`config.mk`:
```
export PLATFORM = sky130hd
export DESIGN_NAME = flag_register_unit
export DESIGN_NICKNAME = d
export VERILOG_FILES = /design/src/rtl/flag_register_unit.sv
export SDC_FILE = /design/constraint.sdc
export NUM_CORES = 1
export LEC_CHECK = 0
export BUFFER_PORTS_ARGS = -buffer_cell sky130_fd_sc_hd__buf_2
export CELL_PAD_IN_SITES_DETAIL_PLACEMENT = 0
export CELL_PAD_IN_SITES_GLOBAL_PLACEMENT = 2
export CORE_MARGIN = 3
export CORE_UTILIZATION = 12
export CTS_CLUSTER_DIAMETER = 60
export DETAILED_ROUTE_END_ITERATION = 16
export PLACE_DENSITY_LB_ADDON = 0.1
export SYNTH_ARGS = -nofsm -noshare
export SYNTH_HDL_FRONTEND = slang
export SYNTH_SLANG_ARGS = --single-unit
```
`constraint.sdc`:
```
create_clock -name clk -period 1.7 [get_ports clk]
set_clock_uncertainty 0.2 [all_clocks]
set_input_delay 0.255 -clock clk [delete_from_list [all_inputs] [get_ports clk]]
set_output_delay 0.255 -clock clk [all_outputs]
set_load 0.1 [all_outputs]
```
`src/rtl/flag_register_unit.sv`:
```
// rtl/flag_register_unit.sv - N/Z/V condition-flag writer with branch stall and HLT freeze
//
// Ports:
//   clk          system clock, all state updates on rising edge
//   rst_n        synchronous active-low reset
//   ex_valid     execute stage holds a real instruction
//   ex_flush     execute instruction is squashed; it must not update flags
//   ex_opcode    opcode of the execute instruction
//   alu_result   ALU output of the execute instruction (WIDTH bits)
//   alu_ovfl     signed overflow from the ALU
//   hold         global pipeline freeze; no flag update this cycle
//   id_br_valid  decode holds a conditional branch that reads flags
//   flags        registered flags {Z,V,N}
//   br_stall     combinational; decode must not resolve its branch this cycle
//   halted       HLT has passed execute; flags frozen until reset
module flag_register_unit #(
    parameter int WIDTH = 16
) (
    input  logic             clk,
    input  logic             rst_n,
    input  logic             ex_valid,
    input  logic             ex_flush,
    input  logic [3:0]       ex_opcode,
    input  logic [WIDTH-1:0] alu_result,
    input  logic             alu_ovfl,
    input  logic             hold,
    input  logic             id_br_valid,
    output logic [2:0]       flags,
    output logic             br_stall,
    output logic             halted
);

    typedef enum logic {
        RUN  = 1'b0,
        HALT = 1'b1
    } state_t;

    localparam logic [3:0] OP_HLT = 4'b1111;

    state_t state;
    logic   write_all;   // ADD/SUB: Z, V and N all load
    logic   write_z;     // any opcode that loads Z (superset of write_all)
    logic   z_new;
    logic   n_new;
    logic   commit;

    always_comb begin
        write_all = 1'b0;
        write_z   = 1'b0;
        case (ex_opcode)
            4'b0000, 4'b0001: begin
                write_all = 1'b1;
                write_z   = 1'b1;
            end
            4'b0010, 4'b0100, 4'b0101, 4'b0110: begin
                write_z   = 1'b1;
            end
            default: begin
                write_all = 1'b0;
                write_z   = 1'b0;
            end
        endcase
    end

    assign z_new  = (alu_result == '0);
    assign n_new  = alu_result[WIDTH-1];
    assign halted = (state == HALT);
    assign commit = ex_valid & ~ex_flush & ~hold & ~halted;

    // Any Z-writer in execute stalls the branch regardless of which flag the
    // branch actually tests; there is no bypass, so the branch waits one cycle
    // for the registered value. rst_n gates it so decode sees no stall in reset.
    assign br_stall = rst_n & id_br_valid & ex_valid & ~ex_flush & ~halted & write_z;

    always_ff @(posedge clk) begin
        if (!rst_n) begin
            flags <= 3'b000;
            state <= RUN;
        end else if (commit) begin
            if (write_all) begin
                flags <= {z_new, alu_ovfl, n_new};
            end else if (write_z) begin
                flags[2] <= z_new;
            end
            if (ex_opcode == OP_HLT) begin
                state <= HALT;
            end
        end
    end

endmodule

```
======== Word level (Yosys, flattened, before mapping) ========
Cells that the tools add are included.
cells by class
  $add $sub $neg .......................... 0
  $mul .................................... 0
  div/mod/pow operators ................... 0
  $lt $le $gt $ge ......................... 0
  eq/ne operators ......................... 6
  shift-type cells ........................ 0
  muxes and demuxes ....................... 4
  bitwise logic cells ..................... 11
  reductions and logical operators ........ 8
operator list
  operator            count
  $logic_not 16->1    1
  $eq 4x3->1 const B  3
  $and 1x1->1         8
  $reduce_and 2->1    3
  $reduce_or 6->1     1
  $eq 4x1->1 const B  1
  $eq 4x2->1 const B  1
  $eq 4x4->1 const B  1
  $logic_not 4->1     1
  $mux 1              4
  $not 1->1           3
  $reduce_bool 2->1   1
  $reduce_or 2->1     1
word-level totals
  register bits after elaboration ......... 4
  bits in latches ......................... 0
  memory bits (writable) .................. 0
  memory bits (read-only) ................. 0
  bits of input ports ..................... 27
  output and inout port bits .............. 5
  word-level logic and storage cells ...... 32
  memories kept ........................... 0

======== Logic depth before layout (Yosys ltp) ========
  depth in word-level cells ............... 5
  depth in mapped cells ................... 3
  depth with buffers taken out ............ 3

======== Worst setup path before layout ========
OpenSTA, ideal clock, no wires.
  kind .................................... flip-flop to output port
  start point ............................. register state, in the netlist halted
  end point ............................... output br_stall
  arrival ................................. 2617 ps
  required time ........................... 1245 ps
  slack ................................... -1372 ps
  stages on the path, launching flop included .. 3
  path buffers ............................ 0
  path through ............................ dfxtp_1 or4b_4 nor2_1
between the ends
  cells in the longest elaborated chain, start to end .. 3
ends and longest elaborated chain
  what                       line  text
  start: declaration         40    state_t state;
  start signal: assignment   78    state <= RUN;
  start signal: assignment   86    state <= HALT;
  $not 1->1                  73    assign br_stall = rst_n & id_br_valid & ex_valid & ~ex_flush & ~halted & write_z;
  $and 1x1->1 (2 in series)  73
  end: declaration           29    output logic br_stall,
No other way between the ends.

======== Worst setup path in the final report ========
Same ends and word-level chain as after synthesis.

==> flow_summary.ini <==
[run_status]
violations = negative setup slack
status = complete, but fails checks

[timing]
fmax_mhz = 540.4
worst_pin_slew_ns = 0.4847
period_minus_slack_ns = 1.851
drv_slew = 0
rsz0062_at_grt = yes
finalCritPeriodShare = 1.089
holdWs_ns = 0.07932
report.final.hold_viol_count = 0
relSlewSlack = 0.6791
setup_viol_count_final = 1
fin_tns_setup_ns = -0.1506
setup_slack_ns = -0.1506

[floorplanning]
die_x_um = 51.44
die_h_um = 51.44
die_area_sq_um = 2646
pin_count = 32
fp.coreArea_sq_um = 1839
start_util = 0.1347
rows = 15

[routing]
dr.pass1.iters = 3
wl_um = 931
drcViolationCount = 0
num_vias = 390
avgRoutedWirePerCell_um = 10.01
drtAntennaViolNets = 0
first_iter_violations = 5
viasPerCell = 4.194

[clocking]
root_buffer = clkbuf_4
h-tree-depth = 1
clkSinkCount = 4
cts-buffers-inserted = 3
cts.repair.resized = 0
cts_tree = built
clkLatencyLatePin_ns = 0.24
clock_path_buffers = 2
clk_pin_slew_worst_paths_ns = 0.04

[setup_path]
critPathMaxFanout = 4
r2r-end = flags[1]
crit_cells = 3
cp-start-kind = flop
endpoint_kind = primary output
crit_path_top_delay_cell = or4b_4
rr_worst_depth = 3
crit_family = simple AND/OR/NAND/NOR gates
r2r_setup_slack_ns = 0.30
cp_data_arrival_time_ns = 1.40
critical_path.max_stage_delay_ns = 0.51
startpoint = halted
crit_path_end = br_stall
crit_chain = or4b_4, nor2_4, buf_12
required_ns = 1.24
worst-path-buf-inv = 1
r2r-start = halted
path_class = flop to primary output

[grt]
grtUsageMet2 = 0.1144
grt_util_met3 = 0.06706
grt_max_degree = 6
antenna_found_initial = 0
grt_usage = 0.08142
grt_pass1_wl_mm = 1.504
first_global_vias = 375
grt.met1_usage = 0.09091
grt-ovfl-total = 0
top_usage_layer = met2

[hold_path]
holdCritStartpoint = alu_ovfl
min_path_type = input pin to flop
min_path_cells = 3

[finish]
area_growth_pct = 102.5
nets = 96
insertedDiodeCount = 0
design_area_sq_um = 501.7
final_util = 0.2728
drive_gt1_frac = 0.5882

[pwr]
vdd_drop_max_uv = 218.0
power_density_nw_per_um2 = 569.8
p_sw_w = 0.00007154
internal-power_w = 0.0002144
swShare = 0.2502
power_frac_seq = 0.328
pwr-share-comb = 0.216
p_clk_frac = 0.456
power_leakage_nw = 0.2277

[synthesis]
syn_avg_cell_area_sq_um = 7.992
ys_ff_latch = 4
ys_seq_area_frac = 0.3232
yosysUniqueCellTypes = 16
syn_nets = 58
synthCells = 31
syn_area_sq_um = 247.7
yosys_warnings = 0

[place]
portBuffers = 31
place_ws_ns = 0.02020
place_hpwl_um = 844.2
gp_congestion = 0.6438
postPlaceCellArea_sq_um = 475.5

[flow_run]
drv_cap = 0
[metrics by stage]
| stage | std cells | total power, W |
|---|---|---|
| 6_report | 93 | 0.0002859 |
| 2_1_floorplan | 31 | 0.0001154 |
| 5_1_grt | 93 | 0.0003033 |
| 3_5_place_dp | 89 | 0.0001582 |
| 4_1_cts | 93 | 0.0002929 |
| 3_3_place_gp | 89 | 0.0001583 |
[cells by family after synthesis]
kind of cell,synth area share
AOI/OAI and AO/OA,0.1818
buffers and inverters,0.01514
DFF,0.3232
and+or+nand+nor,0.4798
[cells in the final DEF (no fill, tap or decap)]
master / count
clkbuf_1: 1
nand3_1: 3
buf_2: 30
nand2_1: 2
nor2_4: 1
nand4_1: 1
a21oi_1: 4
or4b_4: 1
or3_1: 1
dfxtp_4: 1
nor4b_2: 1
clkbuf_4: 3
buf_4: 2
inv_1: 1
o21a_1: 1
nand4b_1: 2
buf_12: 1
o21ai_1: 2
o21bai_1: 1
dfxtp_1: 3
nor4_1: 3
nor3_1: 3
[state kept, by name (all words and copies together), names as in the netlist]
signal and flops:
flags 3, halted 1
[power by group through the flow]
stage / Clock [W] / Sequential (W) / Combinational, W
after global routing: 0.000140 / 0.0000937 / 0.0000700
after detailed placement: 0 / 0.0000952 / 0.0000629
after global placement: 0 / 0.0000952 / 0.0000630
final: 0.000130 / 0.0000937 / 0.0000618
after CTS: 0.000136 / 0.0000937 / 0.0000630
after floorplan: 0 / 0.0000989 / 0.0000164
[tightest hold or removal path, stage by stage]
cell,delay (ns)
buf_2,0.10
nand3_1,0.06
a21oi_1,0.05
[synth_stat cells (all sizes together)]
cell    number  area, sq um
o21ai        2        10.01
or4b         1        13.76
o21a         1        7.510
o21bai       1        7.510
nor2         1        3.750
nor4b        1        15.01
a21oi        4        20.02
nor4         3        18.77
or3          1        6.260
nor3         3        15.01
inv          1        3.750
dfxtp        4        80.08
nand4b       2        17.52
nand2        2        7.510
nand4        1        6.260
nand3        3        15.01
[cell type report]
type,instances,area [sq um]
Timing Repair Buffer,33,185.2
Multi-Input combinational cell,26,171.4
Tap cell,25,31.28
Fill cell,233,1338
Inverter,1,3.754
Clock buffer,4,26.28
Sequential cell,4,83.83
[worst min path at each step]
stage | end
CTS | flags[1]
floorplan | halted
global placement | halted
detailed placement | flags[0]
finish | flags[1]
global route | flags[1]
[metal layers]
layer	vias up	share of wire	wire [um]
met2	21	0.44	408
met5	-	0	0
met3	0	0.15	142
li1	199	-	-
met1	170	0.41	380
met4	0	0	0
[what timing repair did]
action	4_1_cts	5_1_grt
buffers inserted	0	0
endpoints found under the setup margin	1	1
hold buffers	0	0
hold endpoints to repair	0	0
pin swaps	0	0
Note: power is estimated with default switching activity, not from simulation.
